`config.mk`:
```
export PLATFORM = sky130hd
export DESIGN_NAME = truth_table_sweeper
export DESIGN_NICKNAME = d
export VERILOG_FILES = /design/src/rtl/truth_table_sweeper.sv
export SDC_FILE = /design/constraint.sdc
export NUM_CORES = 1
export LEC_CHECK = 0
export BUFFER_PORTS_ARGS = -buffer_cell sky130_fd_sc_hd__buf_2
export CORE_MARGIN = 1.5
export CORE_UTILIZATION = 40
export DETAILED_ROUTE_END_ITERATION = 7
export GPL_TIMING_DRIVEN = 0
export HOLD_SLACK_MARGIN = 0.06
export SETUP_SLACK_MARGIN = 0.05
export SYNTH_ARGS = -nofsm -noshare
export SYNTH_HDL_FRONTEND = slang
export SYNTH_SLANG_ARGS = --single-unit
```
`constraint.sdc`:
```
create_clock -name clk -period 3 [get_ports clk]
set_input_delay 0.45 -clock clk [delete_from_list [all_inputs] [get_ports clk]]
set_output_delay 0.45 -clock clk [all_outputs]
set_load 0.02 [all_outputs]
```
`src/rtl/truth_table_sweeper.sv`:
```
// Sweeps all 16 input vectors of a 4-input gate, captures its truth table and compares it with EXPECTED.
// Optional failure log (fail_idx/fail_seen) is enabled by defining TRUTH_TABLE_SWEEPER_FAIL_LOG_EN.
module truth_table_sweeper #(
    parameter int unsigned SETTLE_CYCLES = 2,
    parameter logic [15:0] EXPECTED      = 16'h0239
) (
    input  logic        clk,
    input  logic        rst,
    input  logic        start,
    input  logic        abort,
    output logic [3:0]  gate_in,
    input  logic        gate_out,
    output logic        busy,
    output logic        done,
    output logic [15:0] table_out,
    output logic        pass
`ifdef TRUTH_TABLE_SWEEPER_FAIL_LOG_EN
    ,
    output logic [3:0]  fail_idx,
    output logic        fail_seen
`endif
);

    typedef enum logic [1:0] {IDLE, APPLY, SAMPLE, DONE} state_t;

    localparam logic [7:0] SETTLE_RELOAD = 8'(SETTLE_CYCLES - 1);

    state_t     state;
    state_t     state_next;
    logic [3:0] index;
    logic [7:0] settle_cnt;

    assign gate_in = index;

    always_ff @(posedge clk or posedge rst) begin
        if (rst) state <= IDLE;
        else     state <= state_next;
    end

    always_comb begin
        state_next = state;
        busy       = 1'b0;
        done       = 1'b0;
        case (state)
            IDLE: begin
                if (start) state_next = APPLY;
            end
            APPLY: begin
                busy = 1'b1;
                if (abort)                 state_next = IDLE;
                else if (settle_cnt == '0) state_next = SAMPLE;
            end
            SAMPLE: begin
                busy = 1'b1;
                if (abort)              state_next = IDLE;
                else if (index == 4'hF) state_next = DONE;
                else                    state_next = APPLY;
            end
            DONE: begin
                done       = 1'b1;
                state_next = IDLE;
            end
            default: state_next = IDLE;
        endcase
    end

    // pass is resolved on the last capture so it is already valid while done is high
    always_ff @(posedge clk or posedge rst) begin
        if (rst) begin
            index      <= '0;
            settle_cnt <= '0;
            table_out  <= '0;
            pass       <= 1'b0;
`ifdef TRUTH_TABLE_SWEEPER_FAIL_LOG_EN
            fail_idx   <= '0;
            fail_seen  <= 1'b0;
`endif
        end else begin
            case (state)
                IDLE: begin
                    if (start) begin
                        table_out  <= '0;
                        index      <= '0;
                        pass       <= 1'b0;
                        settle_cnt <= SETTLE_RELOAD;
`ifdef TRUTH_TABLE_SWEEPER_FAIL_LOG_EN
                        fail_idx   <= '0;
                        fail_seen  <= 1'b0;
`endif
                    end
                end
                APPLY: begin
                    if (!abort && settle_cnt != '0) settle_cnt <= settle_cnt - 8'd1;
                end
                SAMPLE: begin
                    if (abort) begin
                        pass <= 1'b0;
                    end else begin
                        table_out[index] <= gate_out;
`ifdef TRUTH_TABLE_SWEEPER_FAIL_LOG_EN
                        if (!fail_seen && (gate_out != EXPECTED[index])) begin
                            fail_idx  <= index;
                            fail_seen <= 1'b1;
                        end
`endif
                        if (index == 4'hF) begin
                            pass <= ({gate_out, table_out[14:0]} == EXPECTED);
                        end else begin
                            index      <= index + 4'd1;
                            settle_cnt <= SETTLE_RELOAD;
                        end
                    end
                end
                default: ;
            endcase
        end
    end

endmodule
```
# Yosys cells after proc, flatten, opt, wreduce, memory -nomap -nowiden
# Cells that the tools add are included.
# op_classes
addsub	2
magnitude_cmp	2
n_eq_ne	11
reduce_logical	14
n_mux	27
# op_table
op	n
$mux 16	2
$mux 8	4
$pmux 16 s2	1
$pmux 8 s3	1
$bwmux 16	1
$eq 16x10->1 const B	1
$mux 4	3
$mux 2	5
$logic_not 8->1	1
$ne 2x2->1 const B	4
$pmux 2 s4	1
$pmux 4 s2	1
$reduce_bool 8->1	1
$sub 8x1->8 const B	1
$mux 1	6
$ne 3x3->1 const B	2
$reduce_and 3->1	2
$lt 4x5->1 const B	1
$reduce_and 5->1	1
$add 4x1->4 const B	1
$demux 1 s4	1
$eq 2x2->1 const B	2
$eq 4x4->1 const B	1
$ge 4x1->1 const B	1
10 further kinds	11
# totals
input_bits	5
out_inout_bits	23
register_bits	31

# Depth between registers and ports, before layout
# Gate-level depths: netlist of the first run.
# depth
depth_word	7
depth_mapped	7
depth_no_buf	6

# Least setup slack after synthesis of the first run
# OpenSTA, ideal clock, no wires.
# synth_timing
kind	flip-flop to flip-flop
from	register index[0], in the netlist gate_in[0]
to	register settle_cnt[3]
stages_incl_launch_ff	7
t_arrival_ps	1760
n_path_buf	1
slack_ps	1119
cell_sequence	dfrtp_1 -> ha_1 -> and3_1 -> buf_6 -> a211oi_4 -> o21ai_2 -> a22o_1
# synth_via
elab_chain_len	3
# synth_rtl
item	line_no	text
from (decl)	30	logic [3:0] index;
from (signal assigned)	109	index <= index + 4'd1;
$eq 4x4->1	106	if (index == 4'hF) begin
$ne 2x2->1 (no source line)	n/a	
$reduce_and 5->1 (no source line)	n/a	
to (signal assigned)	93	if (!abort && settle_cnt != '0) settle_cnt <= settle_cnt - 8'd1;
to (decl)	31	logic [7:0] settle_cnt;
# Every way passes these cells.
# A chain may end at the register's enable or synchronous reset.

# Worst setup path in the final report of the first run
# layout_timing
from	register state[0]
to	register table_out[5]
# layout_via
elab_chain_len	3
elab_cells_between_ends	7
cone_classes	eq/ne (3); mux (1); reduce/logical (3)
# layout_rtl
item	line_no	text
from (decl)	28	state_t state;
from (signal assigned)	37	else state <= state_next;
$eq 2x2->1 or $logic_not 2->1 (tied branches)	79	case (state)
$ne 2x2->1 (no source line) or $reduce_bool 2->1 (tied branches)	n/a	
$reduce_and 3->1 (no source line)	n/a	
to (signal, indexed assignment)	99	table_out[index] <= gate_out;
to (decl)	15	output logic [15:0] table_out,
# Several ways; a longest one is shown, not always the timed one.

==> run_results.csv, run 1 <==
group,metric,value,unit
sta,slew_headroom,54.4,%
grt,grt_overflow,0,
setup_path,crit_type,"flop to flop",
final_layout,final_common_cell,"o21ai_0",
sta,hold_violations,0,
grt,grtUsageMet3,4.27,%
min_path,hold_class,"input port to asynchronous set/reset pin",
sta,tightest_slew,683,ps
synth,ys_warn_count,0,
detailed_routing,drcViolationCount,0,
final_layout,fill_cells,441,
detailed_routing,vias,1539,
floorplanning,fp.dieW,70.7,um
sta,rsz0062_at_grt,"no",
final_layout,antenna_cells,0,
sta,min_period_over_period,72.7,%
setup_path,cp_max_fo,8,
run,cap_violations,0,
power_and_ir_drop,p_int,0.954,mW
final_layout,area_growth,16.4,%
power_and_ir_drop,cellLeakagePower,1.01,nW
cts,ctsHoldBuffers,0,
power_and_ir_drop,pwr-share-seq,35.2,%
synth,syn_area,0.00184,mm2
cts,insertion_delay,290,ps
setup_path,crit_path_end_kind,"flop",
grt,grt_pass1_vias,1507,
final_layout,register_area,776,um2
grt,grt_pass1_wl,7400,um
sta,setup_tns,0,ps
cts,cts_buffers,5,
sta,fin_crit,2180,ps
floorplanning,design.core.area,0.00438,mm2
sta,report.final.setup_viol,0,
detailed_routing,viasPerCell,5.60,
synth,ys_seq_elements,31,
power_and_ir_drop,power.clock.fraction,19.7,%
cts,clk_pin_slew_worst_paths,70,ps
floorplanning,io_pins,28,
floorplanning,die_y,70.7,um
final_layout,nets,238,
grt,antenna_found_initial,0,
cts,cts.sinks,31,
cts,root_buffer,"clkbuf_8",
floorplanning,num_rows,24,
power_and_ir_drop,power_frac_comb,45.1,%
detailed_routing,drt_pass1_iterations,4,
run_status,status,"finished, final reports clean",
cts,cts_max_path_buffers,2,
cts,cts_tree,"done",
sta,finalClockSkew,3.05,ps
grt,grtUsageTotal,18.9,%
placed_design,place_hpwl,3110,um
detailed_routing,postRouteAntennaNets,0,
grt,busiest_layer,"met2",
power_and_ir_drop,swShare,42.2,%
setup_path,crit_path_start_kind,"flop",
sta,fin_ws,818,ps
detailed_routing,wl,4320,um
detailed_routing,routedWlPerCell,15.7,um
final_layout,drive_gt1_share,21.5,%
detailed_routing,first_iter_violations,49,
grt,grtUsageMet1,25.6,%
placed_design,gp_congestion,0.809,
power_and_ir_drop,cellPowerDensity,772,mW/mm2
final_layout,layout_common_cells,"o21ai_0 (32), dfrtp_1 (31), buf_2 (27), a21boi_0 (14), inv_1 (13)",
synth,syn_nets,203,
synth,synth_cell_types,47,
floorplanning,die_area,0.00500,mm2
placed_design,place_ws,901,ps
grt,grt_max_degree,32,
synth,syn_inst,187,
sta,maxSlewViolCount,0,
power_and_ir_drop,p_switching,0.697,mW
synth,syn_avg_cell_area,9.82,um2
placed_design,io_buffers,27,
cts,htreeDepth,2,
final_layout,multi_input_area,981,um2
setup_path,worstPathRequired,3210,ps
floorplanning,initial_core_util,41.9,%
synth,yosysSeqAreaShare,42.3,%
setup_path,worstPathArrival,2390,ps
cts,cts-resized-gates,0,
sta,fmax,458,MHz
power_and_ir_drop,ir_drop,0.411,mV
cts,cts_setup_buffers,0,
grt,grt_use_met2,28.8,%
==> sequential cells by signal, indices dropped and copies added (netlist names) <==
register	flops
gate_in	4
pass	1
settle_cnt	8
state	2
table_out	16
==> Yosys cell counts, drive strengths merged <==
| cell type | instances | area share, % |
|---|---|---|
| a22o | 4 | 2.0 |
| a21boi | 14 | 5.7 |
| nand3 | 3 | 0.82 |
| buf | 1 | 0.61 |
| a211oi | 2 | 1.5 |
| nor4b | 1 | 0.48 |
| or4 | 2 | 1.1 |
| o2111ai | 1 | 0.48 |
| o21ai | 34 | 9.5 |
| o2bb2ai | 1 | 0.48 |
| o21a | 1 | 0.41 |
| nor4bb | 2 | 1.1 |
| nor3 | 3 | 0.82 |
| nand2b | 3 | 1.2 |
| dfrtp | 31 | 42 |
| clkbuf | 5 | 1.0 |
| nor2b | 4 | 1.4 |
| o31ai | 1 | 0.41 |
| nor4 | 3 | 2.7 |
| o221ai | 1 | 0.48 |
| xor2 | 2 | 0.95 |
| and3 | 2 | 0.75 |
| nand2 | 9 | 1.8 |
| mux2 | 1 | 0.61 |
| o22ai | 3 | 1.0 |
| a21o | 2 | 0.82 |
| and2 | 1 | 0.34 |
| inv | 13 | 2.7 |
| mux2i | 4 | 2.2 |
| nor2 | 4 | 0.82 |
| a21oi | 9 | 2.7 |
| or3 | 1 | 0.41 |
| o41ai | 1 | 0.48 |
| ha | 11 | 7.5 |
| a41oi | 1 | 0.48 |
| nor3b | 2 | 0.82 |
| nand4 | 3 | 1.0 |
| or2 | 1 | 0.34 |
==> cell families (layout without fill, tap and decap cells) <==
| logic type | count (synthesis) | count (layout) | share of synthesized area, % |
|---|---|---|---|
| AOI/OAI and AO/OA | 75 | 75 | 26.4 |
| adders and majority gates | 11 | 11 | 7.50 |
| xor gates and xnor gates | 2 | 2 | 0.955 |
| muxes | 5 | 5 | 2.79 |
| DFF | 31 | 31 | 42.3 |
| buffers and inverters | 19 | 55 | 4.29 |
| and+or+nand+nor | 44 | 44 | 15.8 |
==> final cells by class <==
cell class	count	share of cell area, %
clock buffers	7	3.57
inverters	13	2.28
clock inverters	1	0.234
well taps	52	3.04
plain buffers	6	1.41
multi-input cells	137	45.9
flip-flops and latches	31	36.3
repair buffers	28	7.26
==> metrics by stage <==
| stage | instance area, um2 | std cells | hold WS, ps | power, mW | util [%] |
|---|---|---|---|---|---|
| after floorplan | 1840 | 187 | 517 | 1.16 | - |
| after global placement | 2040 | 266 | 499 | 1.33 | 46.4 |
| after detailed placement | 2040 | 266 | 495 | 1.33 | 46.4 |
| after CTS | 2120 | 274 | 512 | 1.66 | 48.3 |
| after global routing | 2140 | 275 | 120 | 1.77 | 48.7 |
| final | 2140 | 275 | 97.2 | 1.65 | 48.7 |
==> per-layer routing <==
metal  vias up  wire length, um
li1        759                -
met1       734             2000
met2        37             2030
met3         9              185
met4         0              101
met5         -                0
==> worst paths after layout <==
path	slack (ps)	cells past startpoint	end	from
min	100	2	settle_cnt[3]	rst
min in group clk	500	4	pass	gate_out
min reg2reg	510	1	table_out[15]	table_out[15]
max reg2reg	820	6	table_out[5]	state[0]
max in group asynchronous	2470	3	gate_in[0]	rst
max	820	6	table_out[5]	state[0]
==> critical path, stage by stage, from the launching register on <==
cell and delay [ps]:
dfrtp_1 400, inv_1 140, ha_1 390, nand2b_2 130
nor3b_1 580, nand2_1 250, o21ai_0 210
==> power by group through the flow <==
| stage | Sequential, mW | Combinational, mW | Clock (mW) |
|---|---|---|---|
| after floorplan | 0.583 | 0.578 | 0 |
| after global placement | 0.586 | 0.740 | 0 |
| after detailed placement | 0.587 | 0.740 | 0 |
| after CTS | 0.581 | 0.741 | 0.333 |
| after global routing | 0.592 | 0.830 | 0.352 |
| final | 0.581 | 0.744 | 0.326 |
No activity file was read; power rests on OpenSTA's default activity.
==> run 2, diff against run 1 <==
==> constraint.sdc (replaced) <==
create_clock -name clk -period 2.15 [get_ports clk]
set_input_delay 0.3225 -clock clk [delete_from_list [all_inputs] [get_ports clk]]
set_output_delay 0.3225 -clock clk [all_outputs]
set_load 0.02 [all_outputs]
==> run_results.csv, run 2 (same netlist as run 1, synthesis figures left out) <==
group,metric,value,unit
detailed_routing,drcViolationCount,0,
floorplanning,die_y,70.7,um
setup_path,ff2ff_path_depth,6,
min_path,min_path_cells,4,
final_layout,nets,239,
cts,root_buffer,"clkbuf_8",
power_and_ir_drop,cellPowerDensity,1080,mW/mm2
final_layout,antenna_cells,0,
setup_path,crit_path_end_kind,"flop",
final_layout,top_register,"table_out",
floorplanning,die_area,0.00500,mm2
sta,whs,379,ps
final_layout,layout_common_cells,"o21ai_0 (32), dfrtp_1 (31), buf_2 (27), a21boi_0 (14), inv_1 (13)",
sta,maxSlewViolCount,0,
sta,rsz0062_at_grt,"no",
sta,min_period_over_period,93.7,%
sta,fmax,496,MHz
final_layout,multi_input_area,993,um2
cts,clk_pin_slew_worst_paths,70,ps
setup_path,worstPathArrival,2200,ps
setup_path,crit_path_start_kind,"flop",
final_layout,area_growth,17.7,%
sta,finalClockSkew,4.44,ps
placed_design,place_hpwl,3110,um
sta,hold_violations,0,
cts,cts.sinks,31,
grt,grtUsageTotal,18.9,%
floorplanning,initial_core_util,41.9,%
cts,cts_tree,"done",
placed_design,dp.cells,266,
final_layout,instances_no_fill,276,
power_and_ir_drop,cellLeakagePower,1.01,nW
grt,antenna_found_initial,0,
placed_design,place_ws,51.4,ps
detailed_routing,postRouteAntennaNets,0,
final_layout,register_area,776,um2
grt,grt_pass1_vias,1505,
placed_design,placed_cell_area,0.00204,mm2
setup_path,crit_type,"flop to flop",
detailed_routing,wl,4390,um
detailed_routing,viasPerCell,5.57,
detailed_routing,routedWlPerCell,15.9,um
cts,cts_buffers,5,
grt,grt_max_degree,32,
detailed_routing,first_iter_violations,41,
cts,insertion_delay,290,ps
min_path,hold_class,"input port to flop",
sta,setup_tns,0,ps
final_layout,drive_gt1_share,23.2,%
sta,slew_headroom,71.6,%
sta,tightest_slew,425,ps
placed_design,gp_congestion,0.809,
floorplanning,fp.dieW,70.7,um
final_layout,fin_area,0.00216,mm2
floorplanning,design.core.area,0.00438,mm2
run,cap_violations,0,
final_layout,largest_reg_flops,16,
run_status,status,"finished, final reports clean",
placed_design,io_buffers,27,
sta,fin_ws,135,ps
final_layout,final_common_cell,"o21ai_0",
floorplanning,io_pins,28,
setup_path,reg2reg_slack,130,ps
setup_path,worstPathRequired,2330,ps
setup_path,cp_max_fo,7,
floorplanning,num_rows,24,
cts,htreeDepth,2,
power_and_ir_drop,ir_drop,0.580,mV
final_layout,fill_cells,435,
grt,grt_overflow,0,
detailed_routing,drt_pass1_iterations,4,
cts,cts_max_path_buffers,2,
sta,report.final.setup_viol,0,
grt,grt_pass1_wl,7380,um
sta,fin_crit,2020,ps
detailed_routing,vias,1538,
-- run 2: cell types whose count changed in the layout (fill, tap and decap cells not counted) --
cell and change:
nor3b_1 -1, nand3_2 +1, clkbuf_2 +1, nor3b_2 +1
ha_2 +1, ha_1 -1, dlygate4sd3_1 +1, clkbuf_1 -1
nand3_1 -1
-- run 2: worst max-delay path: stages, from the launching register on --
cell and delay (ps):
dfrtp_1 440, ha_1 320, and3_1 220, buf_6 130, a211oi_4 380, o21ai_2 160, a22o_1 260
-- run 2: through the flow --
stage               util (%)  power (mW)
floorplan                  -        1.62
global placement        46.4        1.85
detailed placement      46.4        1.85
CTS                     48.4        2.31
global route            49.3        2.49
finish                  49.3        2.33
-- run 2: final cells by class --
type                    instances  area share [%]
clock inverters                 1           0.232
clock buffers                   7            3.53
multi-input cells             137            46.0
well taps                      52            3.01
plain buffers                   6            1.45
flip-flops and latches         31            35.9
inverters                      13            2.26
repair buffers                 29            7.64
-- run 2: final timing paths --
| check | to | startpoint |
|---|---|---|
| max | settle_cnt[7] | gate_in[0] |
| min | pass | gate_out |
| max reg2reg | settle_cnt[7] | gate_in[0] |
| min reg2reg | table_out[15] | table_out[15] |
| max in group asynchronous | table_out[15] | rst |
| min in group asynchronous | settle_cnt[3] | rst |
-- run 2: where the power goes --
part	switching, mW	total [mW]	internal [mW]
sequential	0.138	0.813	0.675
clock	0.231	0.458	0.227
combinational	0.621	1.06	0.437
total	0.990	2.33	1.34
-- run 2: what timing repair did --
action / in CTS / in global routing
setup buffers: 0 / 0
hold buffers: 0 / 1
resized for setup: 1 / 4
cloned: 0 / 0
hold endpoints to repair: 0 / 6
setup endpoints to repair: 7 / 11
-- run 2: layer usage --
layer	up-vias	share of wire [%]	routed length, um	GRT usage, %
met2	37	47	2070	28.8
met3	9	4.0	176	4.27
met4	0	2.3	100	9.01
met5	-	0	0	0
met1	736	47	2050	25.5
li1	756	-	-	-
==> run 3, diff against run 2 <==
==> constraint.sdc (replaced) <==
create_clock -name clk -period 2.57 [get_ports clk]
set_input_delay 0.3855 -clock clk [delete_from_list [all_inputs] [get_ports clk]]
set_output_delay 0.3855 -clock clk [all_outputs]
set_load 0.02 [all_outputs]
==> run_results.csv, run 3 (same netlist as run 1, synthesis figures left out) <==
group,metric,value,unit
detailed_routing,viasPerCell,5.56,
cts,cts.sinks,31,
detailed_routing,drcViolationCount,0,
grt,grt_pass1_vias,1507,
placed_design,io_buffers,27,
cts,cts_tree,"done",
detailed_routing,vias,1535,
placed_design,place_ws,471,ps
floorplanning,initial_core_util,41.9,%
sta,rsz0062_at_grt,"no",
final_layout,fin_area,0.00215,mm2
sta,maxSlewViolCount,0,
final_layout,instances_no_fill,276,
final_layout,fill_cells,438,
detailed_routing,postRouteAntennaNets,0,
sta,report.final.setup_viol,0,
cts,clk_pin_slew_worst_paths,60,ps
detailed_routing,first_iter_violations,39,
sta,min_period_over_period,85.2,%
sta,tightest_slew,681,ps
placed_design,placed_cell_area,0.00204,mm2
final_layout,fin_util,49.0,%
final_layout,area_growth,17.0,%
final_layout,top_register,"table_out",
cts,cts-resized-gates,0,
final_layout,nets,239,
setup_path,crit_path_start_kind,"flop",
floorplanning,num_rows,24,
sta,finalClockSkew,3.01,ps
run,cap_violations,0,
sta,setup_tns,0,ps
cts,htreeDepth,2,
power_and_ir_drop,cellPowerDensity,898,mW/mm2
cts,root_buffer,"clkbuf_8",
floorplanning,die_area,0.00500,mm2
detailed_routing,routedWlPerCell,15.8,um
grt,grt_overflow,0,
placed_design,dp.cells,266,
placed_design,gp_congestion,0.809,
sta,fin_crit,2190,ps
floorplanning,io_pins,28,
final_layout,layout_common_cells,"o21ai_0 (32), dfrtp_1 (31), buf_2 (27), a21boi_0 (14), inv_1 (13)",
cts,cts_max_path_buffers,2,
sta,fmax,457,MHz
setup_path,crit_type,"flop to flop",
floorplanning,design.core.area,0.00438,mm2
sta,whs,442,ps
power_and_ir_drop,cellLeakagePower,1.01,nW
setup_path,worstPathArrival,2400,ps
floorplanning,fp.dieW,70.7,um
setup_path,worstPathRequired,2780,ps
sta,fin_ws,381,ps
grt,grt_max_degree,32,
detailed_routing,drt_pass1_iterations,4,
cts,insertion_delay,290,ps
grt,antenna_found_initial,0,
final_layout,drive_gt1_share,21.4,%
sta,hold_violations,0,
min_path,hold_class,"input port to flop",
final_layout,largest_reg_flops,16,
setup_path,crit_path_end_kind,"flop",
power_and_ir_drop,total_power,1.93,mW
sta,slew_headroom,54.5,%
power_and_ir_drop,ir_drop,0.480,mV
floorplanning,die_y,70.7,um
setup_path,cp_max_fo,8,
run_status,status,"finished, final reports clean",
cts,cts_buffers,5,
grt,grtUsageTotal,18.9,%
final_layout,antenna_cells,0,
detailed_routing,wl,4350,um
grt,grt_pass1_wl,7400,um
placed_design,place_hpwl,3110,um
final_layout,final_common_cell,"o21ai_0",
[run 3: cell counts in the layout (fill, tap and decap cells not counted)]
No cell type changed its count.
[run 3: final timing paths]
kind                                from  cells past startpoint             to  slack, ps
max reg2reg                     state[0]                      6   table_out[4]        380
min reg2reg                table_out[15]                      1  table_out[15]        510
min in group asynchronous            rst                      3  settle_cnt[3]        580
min                             gate_out                      4           pass        440
max                             state[0]                      6   table_out[4]        380
max in group asynchronous            rst                      4     gate_in[0]       1560
[run 3: per-layer routing]
layer / track usage [%] / routed length (um)
met2: 28.8 / 2040
met5: 0 / 0
met3: 4.27 / 166
met1: 25.6 / 2040
met4: 9.01 / 101
[run 3: what timing repair did]
action,4_1_cts,5_1_grt
hold buffers,0,1
endpoints found under the hold margin,0,2
setup buffers,0,0
[run 3: layout make-up]
| type | count | area, um2 | share of cell area, % |
|---|---|---|---|
| clock buffers | 7 | 76.3 | 3.55 |
| clock inverters | 1 | 5.00 | 0.233 |
| well taps | 52 | 65.1 | 3.03 |
| plain buffers | 6 | 30.0 | 1.40 |
| flip-flops and latches | 31 | 776 | 36.1 |
| repair buffers | 29 | 165 | 7.69 |
| inverters | 13 | 48.8 | 2.27 |
| multi-input cells | 137 | 981 | 45.7 |
[run 3: report_power, final]
part / total [mW] / internal [mW] / switching [mW]
registers: 0.678 / 0.565 / 0.113
logic: 0.871 / 0.360 / 0.511
clock network: 0.380 / 0.190 / 0.190
[run 3: worst max-delay path, stage by stage (launching register included)]
cell and delay (ps):
dfrtp_1 400, inv_1 140, ha_1 390, nand2b_2 130, nor3b_1 580, nand2_1 260
o21ai_0 210
